**config.mk**
```make
export PLATFORM = sky130hd
export DESIGN_NAME = dram_read_bridge_flat
export DESIGN_NICKNAME = d
export VERILOG_FILES = /design/src/rtl/dram_if_pkg.sv /design/src/rtl/dram_read_bridge_if.sv /design/src/rtl/dram_read_bridge.sv /design/src/flat_wrapper.sv
export SDC_FILE = /design/constraint.sdc
export NUM_CORES = 1
export LEC_CHECK = 0
export CORE_AREA = 2 2 450 452
export DETAILED_ROUTE_END_ITERATION = 12
export DIE_AREA = 0 0 452 454
export SYNTH_ARGS = -nofsm -noshare
export SYNTH_HDL_FRONTEND = slang
export SYNTH_SLANG_ARGS = --single-unit
```
**constraint.sdc**
```tcl
create_clock -name clk_pixel -period 2.29 [get_ports clk_pixel]
set_input_delay 0.687 -clock clk_pixel [delete_from_list [all_inputs] [get_ports clk_pixel]]
set_output_delay 0.687 -clock clk_pixel [all_outputs]
set_load 0.1 [all_outputs]
```
**src/rtl/dram_if_pkg.sv**
```systemverilog
// Shared types and AXI constants for the DRAM read bridge.
package dram_if_pkg;

  // Bridge transaction states.
  typedef enum logic [1:0] {
    ST_IDLE  = 2'd0,  // waiting for a request
    ST_CHECK = 2'd1,  // validating the captured request
    ST_ADDR  = 2'd2,  // AR channel handshake
    ST_DATA  = 2'd3   // receiving R beats
  } state_t;

  // 64-byte beats, incrementing bursts, normal non-cacheable bufferable.
  localparam logic [2:0] AXI_SIZE_64B      = 3'd6;
  localparam logic [1:0] AXI_BURST_INCR    = 2'b01;
  localparam logic [1:0] AXI_RESP_OKAY     = 2'b00;
  localparam logic [3:0] AXI_CACHE_DEFAULT = 4'b0011;
  localparam logic [2:0] AXI_PROT_DEFAULT  = 3'b000;

  // A burst may not cross a 4 KiB page; each beat covers 64 bytes.
  localparam int unsigned BOUNDARY_4K = 4096;
  localparam int unsigned BEAT_BYTES  = 64;

endpackage

```
**src/rtl/dram_read_bridge_if.sv**
```systemverilog
// Bundle of the request side (from the image pipeline) and the AXI4 read
// channels (toward PS DDR). The master modport is the bridge itself: it is
// the AXI master and answers the pipeline's requests. The slave modport is
// everything around it (requester plus AXI fabric).
interface dram_read_bridge_if #(
  parameter int DRAM_ADDR_WIDTH = 39,
  parameter int DRAM_DATA_WIDTH = 512,
  parameter int AXI_ID_WIDTH    = 6
);

  // Request / completion side
  logic                       dram_read_en;
  logic [DRAM_ADDR_WIDTH-1:0] dram_read_addr;
  logic [7:0]                 dram_read_len;
  logic                       dram_read_busy;
  logic [DRAM_DATA_WIDTH-1:0] dram_read_data;
  logic                       dram_read_data_valid;
  logic                       dram_read_error;

  // AXI4 read address channel
  logic [DRAM_ADDR_WIDTH-1:0] m_axi_araddr;
  logic [7:0]                 m_axi_arlen;
  logic [2:0]                 m_axi_arsize;
  logic [1:0]                 m_axi_arburst;
  logic [AXI_ID_WIDTH-1:0]    m_axi_arid;
  logic [3:0]                 m_axi_arcache;
  logic [2:0]                 m_axi_arprot;
  logic                       m_axi_arvalid;
  logic                       m_axi_arready;

  // AXI4 read data channel
  logic [DRAM_DATA_WIDTH-1:0] m_axi_rdata;
  logic [1:0]                 m_axi_rresp;
  logic                       m_axi_rlast;
  logic [AXI_ID_WIDTH-1:0]    m_axi_rid;
  logic                       m_axi_rvalid;
  logic                       m_axi_rready;

  modport master (
    input  dram_read_en, dram_read_addr, dram_read_len,
    output dram_read_busy, dram_read_data, dram_read_data_valid, dram_read_error,
    output m_axi_araddr, m_axi_arlen, m_axi_arsize, m_axi_arburst, m_axi_arid,
           m_axi_arcache, m_axi_arprot, m_axi_arvalid,
    input  m_axi_arready,
    input  m_axi_rdata, m_axi_rresp, m_axi_rlast, m_axi_rid, m_axi_rvalid,
    output m_axi_rready
  );

  modport slave (
    output dram_read_en, dram_read_addr, dram_read_len,
    input  dram_read_busy, dram_read_data, dram_read_data_valid, dram_read_error,
    input  m_axi_araddr, m_axi_arlen, m_axi_arsize, m_axi_arburst, m_axi_arid,
           m_axi_arcache, m_axi_arprot, m_axi_arvalid,
    output m_axi_arready,
    output m_axi_rdata, m_axi_rresp, m_axi_rlast, m_axi_rid, m_axi_rvalid,
    input  m_axi_rready
  );

endinterface

```
**src/rtl/dram_read_bridge.sv**
```systemverilog
// DRAM read bridge: takes one (address, length) burst request at a time from
// the image pipeline, checks it against the 4 KiB page rule, issues it as an
// AXI4 INCR read burst and forwards each returned beat as a one-cycle pulse.
// Every output comes straight from a register or from the registered state.
module dram_read_bridge
  import dram_if_pkg::*;
#(
  parameter int DRAM_ADDR_WIDTH = 39,
  parameter int DRAM_DATA_WIDTH = 512,
  parameter int AXI_ID_WIDTH    = 6,
  parameter int AXI_ID          = 0
) (
  input  logic                clk_pixel,
  input  logic                dram_reader_reset_n,
  dram_read_bridge_if.master  bus
);

  localparam logic [AXI_ID_WIDTH-1:0] ARID = AXI_ID_WIDTH'(AXI_ID);

  state_t                     state_reg, state_next;
  logic [DRAM_ADDR_WIDTH-1:0] addr_reg, addr_next;
  logic [7:0]                 len_reg, len_next;
  logic [7:0]                 beat_cnt_reg, beat_cnt_next;
  logic [DRAM_DATA_WIDTH-1:0] data_reg, data_next;
  logic                       valid_reg, valid_next;
  logic                       error_reg, error_next;

  logic                       beat_is_last;
  logic                       beat_bad;

  // True when a burst starting at page offset 'offset' with len+1 beats runs
  // past the end of its 4 KiB page.
  function automatic logic crosses_4k(input logic [11:0] offset, input logic [7:0] len);
    logic [15:0] end_byte;
    end_byte = 16'(offset) + (16'(len) + 16'd1) * 16'(BEAT_BYTES);
    return end_byte > 16'(BOUNDARY_4K);
  endfunction

  // Beat classification in DATA: a beat ends the burst on rlast, or when the
  // counter reaches len even if rlast never comes. Any protocol deviation
  // marks the beat bad, but the data is still forwarded.
  always_comb begin
    beat_is_last = bus.m_axi_rlast || (beat_cnt_reg == len_reg);
    beat_bad     = (bus.m_axi_rresp != AXI_RESP_OKAY)
                || (bus.m_axi_rid != ARID)
                || (bus.m_axi_rlast && (beat_cnt_reg != len_reg))
                || (!bus.m_axi_rlast && (beat_cnt_reg == len_reg));
  end

  // Next-state and datapath update for the request/burst sequence.
  always_comb begin
    state_next    = state_reg;
    addr_next     = addr_reg;
    len_next      = len_reg;
    beat_cnt_next = beat_cnt_reg;
    data_next     = data_reg;
    valid_next    = 1'b0;
    error_next    = error_reg;

    case (state_reg)
      ST_IDLE: begin
        // busy is low in IDLE, so a high strobe here is an accepted request.
        if (bus.dram_read_en) begin
          addr_next  = {bus.dram_read_addr[DRAM_ADDR_WIDTH-1:6], 6'd0};
          len_next   = bus.dram_read_len;
          state_next = ST_CHECK;
        end
      end

      ST_CHECK: begin
        if (crosses_4k(addr_reg[11:0], len_reg)) begin
          error_next = 1'b1;
          state_next = ST_IDLE;
        end else begin
          state_next = ST_ADDR;
        end
      end

      ST_ADDR: begin
        if (bus.m_axi_arready) begin
          beat_cnt_next = 8'd0;
          state_next    = ST_DATA;
        end
      end

      ST_DATA: begin
        if (bus.m_axi_rvalid) begin
          data_next     = bus.m_axi_rdata;
          valid_next    = 1'b1;
          beat_cnt_next = beat_cnt_reg + 8'd1;
          if (beat_bad) begin
            error_next = 1'b1;
          end
          if (beat_is_last) begin
            state_next = ST_IDLE;
          end
        end
      end

      default: begin
        state_next = ST_IDLE;
      end
    endcase
  end

  // State register.
  always_ff @(posedge clk_pixel) begin
    if (!dram_reader_reset_n) begin
      state_reg <= ST_IDLE;
    end else begin
      state_reg <= state_next;
    end
  end

  // Captured request, beat counter, forwarded beat and sticky error flag.
  always_ff @(posedge clk_pixel) begin
    if (!dram_reader_reset_n) begin
      addr_reg     <= '0;
      len_reg      <= '0;
      beat_cnt_reg <= '0;
      data_reg     <= '0;
      valid_reg    <= 1'b0;
      error_reg    <= 1'b0;
    end else begin
      addr_reg     <= addr_next;
      len_reg      <= len_next;
      beat_cnt_reg <= beat_cnt_next;
      data_reg     <= data_next;
      valid_reg    <= valid_next;
      error_reg    <= error_next;
    end
  end

  // Completion side.
  assign bus.dram_read_busy       = (state_reg != ST_IDLE);
  assign bus.dram_read_data       = data_reg;
  assign bus.dram_read_data_valid = valid_reg;
  assign bus.dram_read_error      = error_reg;

  // AR channel: fields come from the captured request and stay stable while
  // arvalid is held in ADDR.
  assign bus.m_axi_araddr  = addr_reg;
  assign bus.m_axi_arlen   = len_reg;
  assign bus.m_axi_arsize  = AXI_SIZE_64B;
  assign bus.m_axi_arburst = AXI_BURST_INCR;
  assign bus.m_axi_arid    = ARID;
  assign bus.m_axi_arcache = AXI_CACHE_DEFAULT;
  assign bus.m_axi_arprot  = AXI_PROT_DEFAULT;
  assign bus.m_axi_arvalid = (state_reg == ST_ADDR);

  // R channel: the sink never stalls, so rready is simply "in DATA".
  assign bus.m_axi_rready  = (state_reg == ST_DATA);

endmodule
```
**src/flat_wrapper.sv**
```systemverilog
// flat-port wrapper written by rule: the top's interface ports become plain ports
module dram_read_bridge_flat import dram_if_pkg::*;
#(
  parameter int DRAM_ADDR_WIDTH = 39,
  parameter int DRAM_DATA_WIDTH = 512,
  parameter int AXI_ID_WIDTH    = 6,
  parameter int AXI_ID          = 0
)
  (clk_pixel, dram_reader_reset_n, bus_dram_read_en, bus_dram_read_addr, bus_dram_read_len, bus_dram_read_busy, bus_dram_read_data, bus_dram_read_data_valid, bus_dram_read_error, bus_m_axi_araddr, bus_m_axi_arlen, bus_m_axi_arsize, bus_m_axi_arburst, bus_m_axi_arid, bus_m_axi_arcache, bus_m_axi_arprot, bus_m_axi_arvalid, bus_m_axi_arready, bus_m_axi_rdata, bus_m_axi_rresp, bus_m_axi_rlast, bus_m_axi_rid, bus_m_axi_rvalid, bus_m_axi_rready);
  dram_read_bridge_if #(.DRAM_ADDR_WIDTH(DRAM_ADDR_WIDTH), .DRAM_DATA_WIDTH(DRAM_DATA_WIDTH), .AXI_ID_WIDTH(AXI_ID_WIDTH)) bus_i ();
  input  logic clk_pixel;
  input  logic dram_reader_reset_n;
  input wire logic [$bits(bus_i.dram_read_en)-1:0] bus_dram_read_en;
  input wire logic [$bits(bus_i.dram_read_addr)-1:0] bus_dram_read_addr;
  input wire logic [$bits(bus_i.dram_read_len)-1:0] bus_dram_read_len;
  output wire logic [$bits(bus_i.dram_read_busy)-1:0] bus_dram_read_busy;
  output wire logic [$bits(bus_i.dram_read_data)-1:0] bus_dram_read_data;
  output wire logic [$bits(bus_i.dram_read_data_valid)-1:0] bus_dram_read_data_valid;
  output wire logic [$bits(bus_i.dram_read_error)-1:0] bus_dram_read_error;
  output wire logic [$bits(bus_i.m_axi_araddr)-1:0] bus_m_axi_araddr;
  output wire logic [$bits(bus_i.m_axi_arlen)-1:0] bus_m_axi_arlen;
  output wire logic [$bits(bus_i.m_axi_arsize)-1:0] bus_m_axi_arsize;
  output wire logic [$bits(bus_i.m_axi_arburst)-1:0] bus_m_axi_arburst;
  output wire logic [$bits(bus_i.m_axi_arid)-1:0] bus_m_axi_arid;
  output wire logic [$bits(bus_i.m_axi_arcache)-1:0] bus_m_axi_arcache;
  output wire logic [$bits(bus_i.m_axi_arprot)-1:0] bus_m_axi_arprot;
  output wire logic [$bits(bus_i.m_axi_arvalid)-1:0] bus_m_axi_arvalid;
  input wire logic [$bits(bus_i.m_axi_arready)-1:0] bus_m_axi_arready;
  input wire logic [$bits(bus_i.m_axi_rdata)-1:0] bus_m_axi_rdata;
  input wire logic [$bits(bus_i.m_axi_rresp)-1:0] bus_m_axi_rresp;
  input wire logic [$bits(bus_i.m_axi_rlast)-1:0] bus_m_axi_rlast;
  input wire logic [$bits(bus_i.m_axi_rid)-1:0] bus_m_axi_rid;
  input wire logic [$bits(bus_i.m_axi_rvalid)-1:0] bus_m_axi_rvalid;
  output wire logic [$bits(bus_i.m_axi_rready)-1:0] bus_m_axi_rready;
  assign bus_i.dram_read_en = bus_dram_read_en;
  assign bus_i.dram_read_addr = bus_dram_read_addr;
  assign bus_i.dram_read_len = bus_dram_read_len;
  assign bus_dram_read_busy = bus_i.dram_read_busy;
  assign bus_dram_read_data = bus_i.dram_read_data;
  assign bus_dram_read_data_valid = bus_i.dram_read_data_valid;
  assign bus_dram_read_error = bus_i.dram_read_error;
  assign bus_m_axi_araddr = bus_i.m_axi_araddr;
  assign bus_m_axi_arlen = bus_i.m_axi_arlen;
  assign bus_m_axi_arsize = bus_i.m_axi_arsize;
  assign bus_m_axi_arburst = bus_i.m_axi_arburst;
  assign bus_m_axi_arid = bus_i.m_axi_arid;
  assign bus_m_axi_arcache = bus_i.m_axi_arcache;
  assign bus_m_axi_arprot = bus_i.m_axi_arprot;
  assign bus_m_axi_arvalid = bus_i.m_axi_arvalid;
  assign bus_i.m_axi_arready = bus_m_axi_arready;
  assign bus_i.m_axi_rdata = bus_m_axi_rdata;
  assign bus_i.m_axi_rresp = bus_m_axi_rresp;
  assign bus_i.m_axi_rlast = bus_m_axi_rlast;
  assign bus_i.m_axi_rid = bus_m_axi_rid;
  assign bus_i.m_axi_rvalid = bus_m_axi_rvalid;
  assign bus_m_axi_rready = bus_i.m_axi_rready;
  dram_read_bridge #(.DRAM_ADDR_WIDTH(DRAM_ADDR_WIDTH), .DRAM_DATA_WIDTH(DRAM_DATA_WIDTH), .AXI_ID_WIDTH(AXI_ID_WIDTH), .AXI_ID(AXI_ID)) u_core (.clk_pixel(clk_pixel), .dram_reader_reset_n(dram_reader_reset_n), .bus(bus_i));
endmodule
```
==> results.sh, run 1 <==
export IMPL_postPlaceCellArea_um2=37100
export IMPL_syn_area_um2=21400
export IMPL_drt_iter0_markers=1853
export IMPL_async_reset_ff_frac=0
export IMPL_synth_area_leader_cell="dfxtp_1"
export IMPL_cts_tree="yes"
export IMPL_grt_max_degree=82
export IMPL_p_comb_frac=0.172
export IMPL_fin_crit_ns=2.43
export IMPL_syn_area_per_cell_um2=8.34
export IMPL_setup_violations=3
export IMPL_avgRoutedWirePerCell_um=24.1
export IMPL_seqPwrFrac=0.379
export IMPL_final_layout_size_suffix_gt1_frac=0.231
export IMPL_p_leak_nw=14.5
export IMPL_crit_top_cell="ha_4"
export IMPL_worst_pin_slew_ns=0.541
export IMPL_cp_required_ns=2.89
export IMPL_fillCellCount=22200
export IMPL_die_w_um=452
export IMPL_dieArea_um2=205000
export IMPL_grt_pass1_vias=21500
export IMPL_fin_worst_skew_ns=0.0270
export IMPL_drcViolationCount=0
export IMPL_finish_net_count=4321
export IMPL_hold_depth=2
export IMPL_largest_reg_flops=512
export IMPL_viasPerCell=3.52
export IMPL_slew_limit_headroom=0.639
export IMPL_port_buffers=1124
export IMPL_synth_distinct_cells=39
export IMPL_clk_latency_ns=0.66
export IMPL_startpoint_type="flip-flop"
export IMPL_grt_util_all_layers=0.144
export IMPL_synth_edff_count=0
export IMPL_yosysWarnings=0
export IMPL_synth_area_leaders="dfxtp_1 53%, nand2_1 20%, a21boi_0 19%"
export IMPL_outcome="finished, violations left"
export IMPL_fin_crit_sh=1.06
export IMPL_layout_commonest_cell="nand2_1"
export IMPL_worst_setup_path_type="reg -> reg"
export IMPL_powerDensity_nw_per_um2=675
export IMPL_cts_buffers=73
export IMPL_r2r_slack_ns=-0.14
export IMPL_gp_congestion=0.927
export IMPL_overflow=0
export IMPL_num_rows=165
export IMPL_min_from="u_core.bus.dram_read_data[7]$_SDFFE_PN0P_"
export IMPL_p_int_mw=18.8
export IMPL_drt_total_wl_um=156000
export IMPL_final_cell_mix="1118 x nand2_1, 565 x clkdlybuf4s50_1, 554 x dfxtp_1"
export IMPL_synthFlopType="dfxtp_1"
export IMPL_place_inst=6327
export IMPL_antenna_found_initial=87
export IMPL_worstPathCellList="ha_4, nand3_4, xnor2_4, ha_4, and3_4, a21oi_2, or4_1, a221oi_2, o211a_1"
export IMPL_die_height_um=454
export IMPL_slew_viol_final=0
export IMPL_seq_area_frac_synth=0.529
export IMPL_cp_max_fo=4
export IMPL_htreeDepth=3
export IMPL_crit_arrival_ns=3.04
export IMPL_timing_fmax_mhz=411
export IMPL_place_hpwl_um=132000
export IMPL_slowest_delay_ns=0.49
export IMPL_syn2layout_area_growth_pct=86.6
export IMPL_switching_share=0.300
export IMPL_fin_area_um2=39900
export IMPL_core_um2=201000
export IMPL_irDropWorstVdd_mv=0.480
export IMPL_critical_path_startpoint="u_core.bus.m_axi_arlen[0]$_SDFFE_PN0P_"
export IMPL_violations="setup timing"
export IMPL_dr_pass1_iters=5
export IMPL_hold_class="reg -> reg"
export IMPL_syn_inst=2564
export IMPL_p_switching_mw=8.08
export IMPL_root_buffer="clkbuf_16"
export IMPL_max_cap_violations=0
export IMPL_r2r_cells=9
export IMPL_synth_top_area_share=0.529
export IMPL_clk_pin_slew_ns=0.06
export IMPL_pin_count=1155
export IMPL_final_core_util=0.199
export IMPL_antenna_left=0
export IMPL_grt_first_pass_wirelength_um=199000
export IMPL_final_hold_violation_count=0
export IMPL_critical_path_endpoint_type="flip-flop"
export IMPL_cts_sinks=565
export IMPL_worst_slack_ns=-0.144
export IMPL_ctsHoldBuffers=0
export IMPL_initial_utilization=0.106
export IMPL_grt_setup_unrepaired="true"
export IMPL_cp_slowest_cell="or4_1"
export IMPL_r2r_start="u_core.bus.m_axi_arlen[0]$_SDFFE_PN0P_"
export IMPL_clock_power_share=0.449
export IMPL_clock_path_buffers=3
export IMPL_dr_total_vias=22800
export IMPL_stdcell_count=6473
export IMPL_synth_seq_cells=565
-- worst max-delay path, delay by kind of cell (launching register included) --
kind	cells	cell delay (ns)
simple gates	3	0.78
compound gates	3	0.57
fa+ha+maj	2	0.48
flops	1	0.38
xor+xnor	1	0.18
-- cells by family after synthesis --
kind of cell	share of synthesized area
simple gates	0.209
buf+inv	0.0425
other cells	0.000351
compound gates	0.202
mux	0.000527
fa+ha+maj	0.00737
xor+xnor	0.00942
flops	0.529
-- worst min-delay path by stage --
| stage | end | slack, ns |
|---|---|---|
| floorplan | u_core.beat_cnt_reg[7]$_SDFFE_PN0P_ | 0.50 |
| global placement | u_core.bus.dram_read_data[268]$_SDFFE_PN0P_ | 0.45 |
| detailed placement | u_core.bus.dram_read_data[485]$_SDFFE_PN0P_ | 0.46 |
| CTS | u_core.bus.dram_read_data[378]$_SDFFE_PN0P_ | 0.46 |
| global route | u_core.bus.dram_read_data[12]$_SDFFE_PN0P_ | 0.47 |
| finish | u_core.bus.dram_read_data[7]$_SDFFE_PN0P_ | 0.46 |
-- per-layer routing --
metal / track usage / up-vias / part of all wire
li1: - / 10600 / -
met1: 0.172 / 10800 / 0.40
met2: 0.240 / 1074 / 0.48
met3: 0.0518 / 260 / 0.094
met4: 0.0457 / 28 / 0.030
met5: 0.00560 / - / 0.0021
-- cells in the mapped netlist, types with 2 or more instances --
library cell  count
conb_1            2
a21oi_1           8
xor2_1           18
nor2b_1           3
inv_1             6
o21ai_0          10
ha_1             11
dfxtp_1         565
and3_1            4
nand2_1        1119
nand3_1          11
xnor2_1           5
clkbuf_1        169
buf_4            24
and2_1            4
a21boi_0        553
nor4_1            4
nand4_1           3
nor2_1            8
buf_1            18
-- power by group through the flow --
stage / logic, mW / clock network (mW) / registers (mW)
finish: 4.62 / 12.1 / 10.2
global route: 4.79 / 12.8 / 10.2
CTS: 4.60 / 12.5 / 10.2
detailed placement: 4.56 / 0 / 10.4
global placement: 4.55 / 0 / 10.4
floorplan: 0.938 / 0 / 11.8
-- through the flow --
step	setup TNS, ns	hold WS [ns]	worst slack (ns)	power, mW
final	-0.359	0.458	-0.144	26.9
after floorplan	-0.648	0.498	-0.335	12.7
after CTS	-0.396	0.459	-0.134	27.3
after global placement	-31.55	0.451	-0.219	15.0
after global routing	-0.642	0.475	-0.240	27.8
after detailed placement	-41.07	0.457	-0.230	15.0
-- area by class of cell --
type / instances / area (µm²) / share of cell area
Antenna cell: 15 / 37.5 / 0.000940
Sequential cell: 565 / 11300 / 0.284
Inverter: 6 / 22.5 / 0.000564
Clock buffer: 102 / 2130 / 0.0533
Multi-Input combinational cell: 1803 / 9450 / 0.237
Timing Repair Buffer: 1287 / 13200 / 0.332
Clock inverter: 23 / 350 / 0.00878
Tap cell: 2672 / 3340 / 0.0838
-- repair_timing --
action / CTS / global route
endpoints found under the setup margin: 8 / 4
buffers inserted: 3 / 3
pin swaps: 6 / 9
gates resized for setup: 21 / 18
(Power assumes the default switching activity.)
==> run 2, diff against run 1 <==
--- a/config.mk
+++ b/config.mk
@@ -8,6 +8,7 @@
 export CORE_AREA = 2 2 450 452
 export DETAILED_ROUTE_END_ITERATION = 12
 export DIE_AREA = 0 0 452 454
+export GPL_TIMING_DRIVEN = 0
 export SYNTH_ARGS = -nofsm -noshare
 export SYNTH_HDL_FRONTEND = slang
 export SYNTH_SLANG_ARGS = --single-unit
==> run 2 against run 1 <==
Net effect: the run still ends with setup timing left; final area fell by 6.9%; routed wire length up 14%; critical path depth unchanged; highest routed layer unchanged; combinational power down 2%; non-clock buffer count increased by 59.
==> results.sh, run 2 (synthesized netlist as in run 1, its figures left out) <==
export IMPL_cp_max_fo=6
export IMPL_hold_class="in -> reg"
export IMPL_ctsHoldBuffers=0
export IMPL_cp_required_ns=2.92
export IMPL_max_cap_violations=0
export IMPL_seqPwrFrac=0.372
export IMPL_p_comb_frac=0.164
export IMPL_outcome="finished, violations left"
export IMPL_switching_share=0.315
export IMPL_postPlaceCellArea_um2=36100
export IMPL_fin_crit_sh=1.09
export IMPL_finish_net_count=4384
export IMPL_slew_viol_final=0
export IMPL_dieArea_um2=205000
export IMPL_crit_arrival_ns=3.12
export IMPL_p_switching_mw=8.65
export IMPL_initial_utilization=0.106
export IMPL_place_hpwl_um=154000
export IMPL_drt_total_wl_um=178000
export IMPL_clock_path_buffers=3
export IMPL_fin_worst_skew_ns=0.0337
export IMPL_antenna_left=0
export IMPL_worst_slack_ns=-0.203
export IMPL_startpoint_type="flip-flop"
export IMPL_drt_iter0_markers=1890
export IMPL_p_total_mw=27.5
export IMPL_holdWs_ns=0.419
export IMPL_clock_power_share=0.464
export IMPL_final_layout_size_suffix_gt1_frac=0.223
export IMPL_grt_first_pass_wirelength_um=222000
export IMPL_cts_sinks=565
export IMPL_port_buffers=1123
export IMPL_dr_pass1_iters=6
export IMPL_antenna_found_initial=61
export IMPL_slowest_delay_ns=0.49
export IMPL_worst_pin_slew_ns=0.845
export IMPL_cpLargestDelayFamily="simple AND/OR/NAND/NOR gates"
export IMPL_layout_commonest_cell="nand2_1"
export IMPL_violations="setup timing"
export IMPL_avgRoutedWirePerCell_um=27.3
export IMPL_clk_pin_slew_ns=0.06
export IMPL_setup_tns_final_ns=-0.441
export IMPL_largest_reg_flops=512
export IMPL_setup_violations=5
export IMPL_grt_setup_unrepaired="true"
export IMPL_timing_fmax_mhz=401
export IMPL_core_um2=201000
export IMPL_stdcell_count=6541
export IMPL_p_leak_nw=14.0
export IMPL_worstPathCellList="and3_4, nand3_4, xnor2_4, ha_4, and3_4, a21oi_1, or4_4, a221oi_4, o211a_1"
export IMPL_dr_total_vias=23200
export IMPL_final_core_util=0.185
export IMPL_die_w_um=452
export IMPL_die_height_um=454
export IMPL_powerDensity_nw_per_um2=740
export IMPL_final_hold_violation_count=0
export IMPL_syn2layout_area_growth_pct=73.8
export IMPL_fin_area_um2=37200
export IMPL_cp_slowest_cell="or4_4"
export IMPL_path_buf_inv=0
export IMPL_crit_top_cell="and3_4"
export IMPL_worst_setup_path_type="reg -> reg"
export IMPL_grt_pass1_vias=21800
export IMPL_critical_path_endpoint_type="flip-flop"
export IMPL_cts_buffers=77
export IMPL_pin_count=1155
export IMPL_fin_crit_ns=2.49
export IMPL_slew_limit_headroom=0.437
export IMPL_final_cell_mix="1110 x nand2_1, 565 x clkdlybuf4s50_1, 553 x a21boi_0"
export IMPL_root_buffer="clkbuf_16"
export IMPL_irDropWorstVdd_mv=0.472
export IMPL_viasPerCell=3.55
export IMPL_grt_util_all_layers=0.166
export IMPL_htreeDepth=3
export IMPL_overflow=0
export IMPL_gp_congestion=0.969
export IMPL_p_int_mw=18.8
export IMPL_dp_slack_ns=-2.45
export IMPL_num_rows=165
export IMPL_clk_latency_ns=0.69
export IMPL_drcViolationCount=0
export IMPL_grt_max_degree=13
export IMPL_place_inst=6381
export IMPL_cts_tree="yes"
## run 2: metal layers
metal,vias up,GRT usage,share of wire
met5,-,0,0.00076
met4,22,0.0587,0.039
met3,248,0.0466,0.084
met2,1056,0.276,0.47
met1,11200,0.202,0.40
li1,10700,-,-
## run 2: power groups by stage
stage,registers [mW],logic (mW),clock network [mW]
after detailed placement,10.4,4.50,0
after floorplan,11.8,0.938,0
after CTS,10.2,4.47,13.1
after global placement,10.4,4.51,0
final,10.2,4.51,12.8
after global routing,10.2,4.66,13.4
## run 2: layout make-up
class / count / area, µm²
fillers: 22600 / 164000
flip-flops and latches: 565 / 11300
multi-input cells: 1803 / 9490
repair buffers: 1134 / 9250
well taps: 2672 / 3340
clock buffers: 101 / 2170
plain buffers: 212 / 1080
clock inverters: 32 / 430
diodes: 16 / 40.0
inverters: 6 / 22.5
## run 2: path summary, 6_finish.rpt
path | from | endpoint | slack, ns | cells after the start
worst max-delay path | u_core.bus.m_axi_arlen[4]$_SDFFE_PN0P_ | flip-flop | -0.20 | 9
worst max register to register | u_core.bus.m_axi_arlen[4]$_SDFFE_PN0P_ | flip-flop | -0.20 | 9
worst min-delay path | dram_reader_reset_n | u_core.bus.dram_read_error$_SDFFE_PN0P_ | 0.42 | 3
worst min register to register | u_core.bus.dram_read_data[21]$_SDFFE_PN0P_ | u_core.bus.dram_read_data[21]$_SDFFE_PN0P_ | 0.46 | 2
## run 2: worst register-to-register path, stage by stage (launching register included)
cell      delay [ns]
dfxtp_4         0.44
and3_4          0.22
nand3_4         0.08
xnor2_4         0.16
ha_4            0.30
and3_4          0.18
a21oi_1         0.07
or4_4           0.49
a221oi_4        0.31
o211a_1         0.19
## run 2: repair_timing
| action | 4_1_cts | 5_1_grt |
|---|---|---|
| buffers inserted | 7 | 4 |
| gates resized for setup | 3118 | 79 |
| endpoints found under the setup margin | 1054 | 236 |
| pin swaps | 8 | 15 |
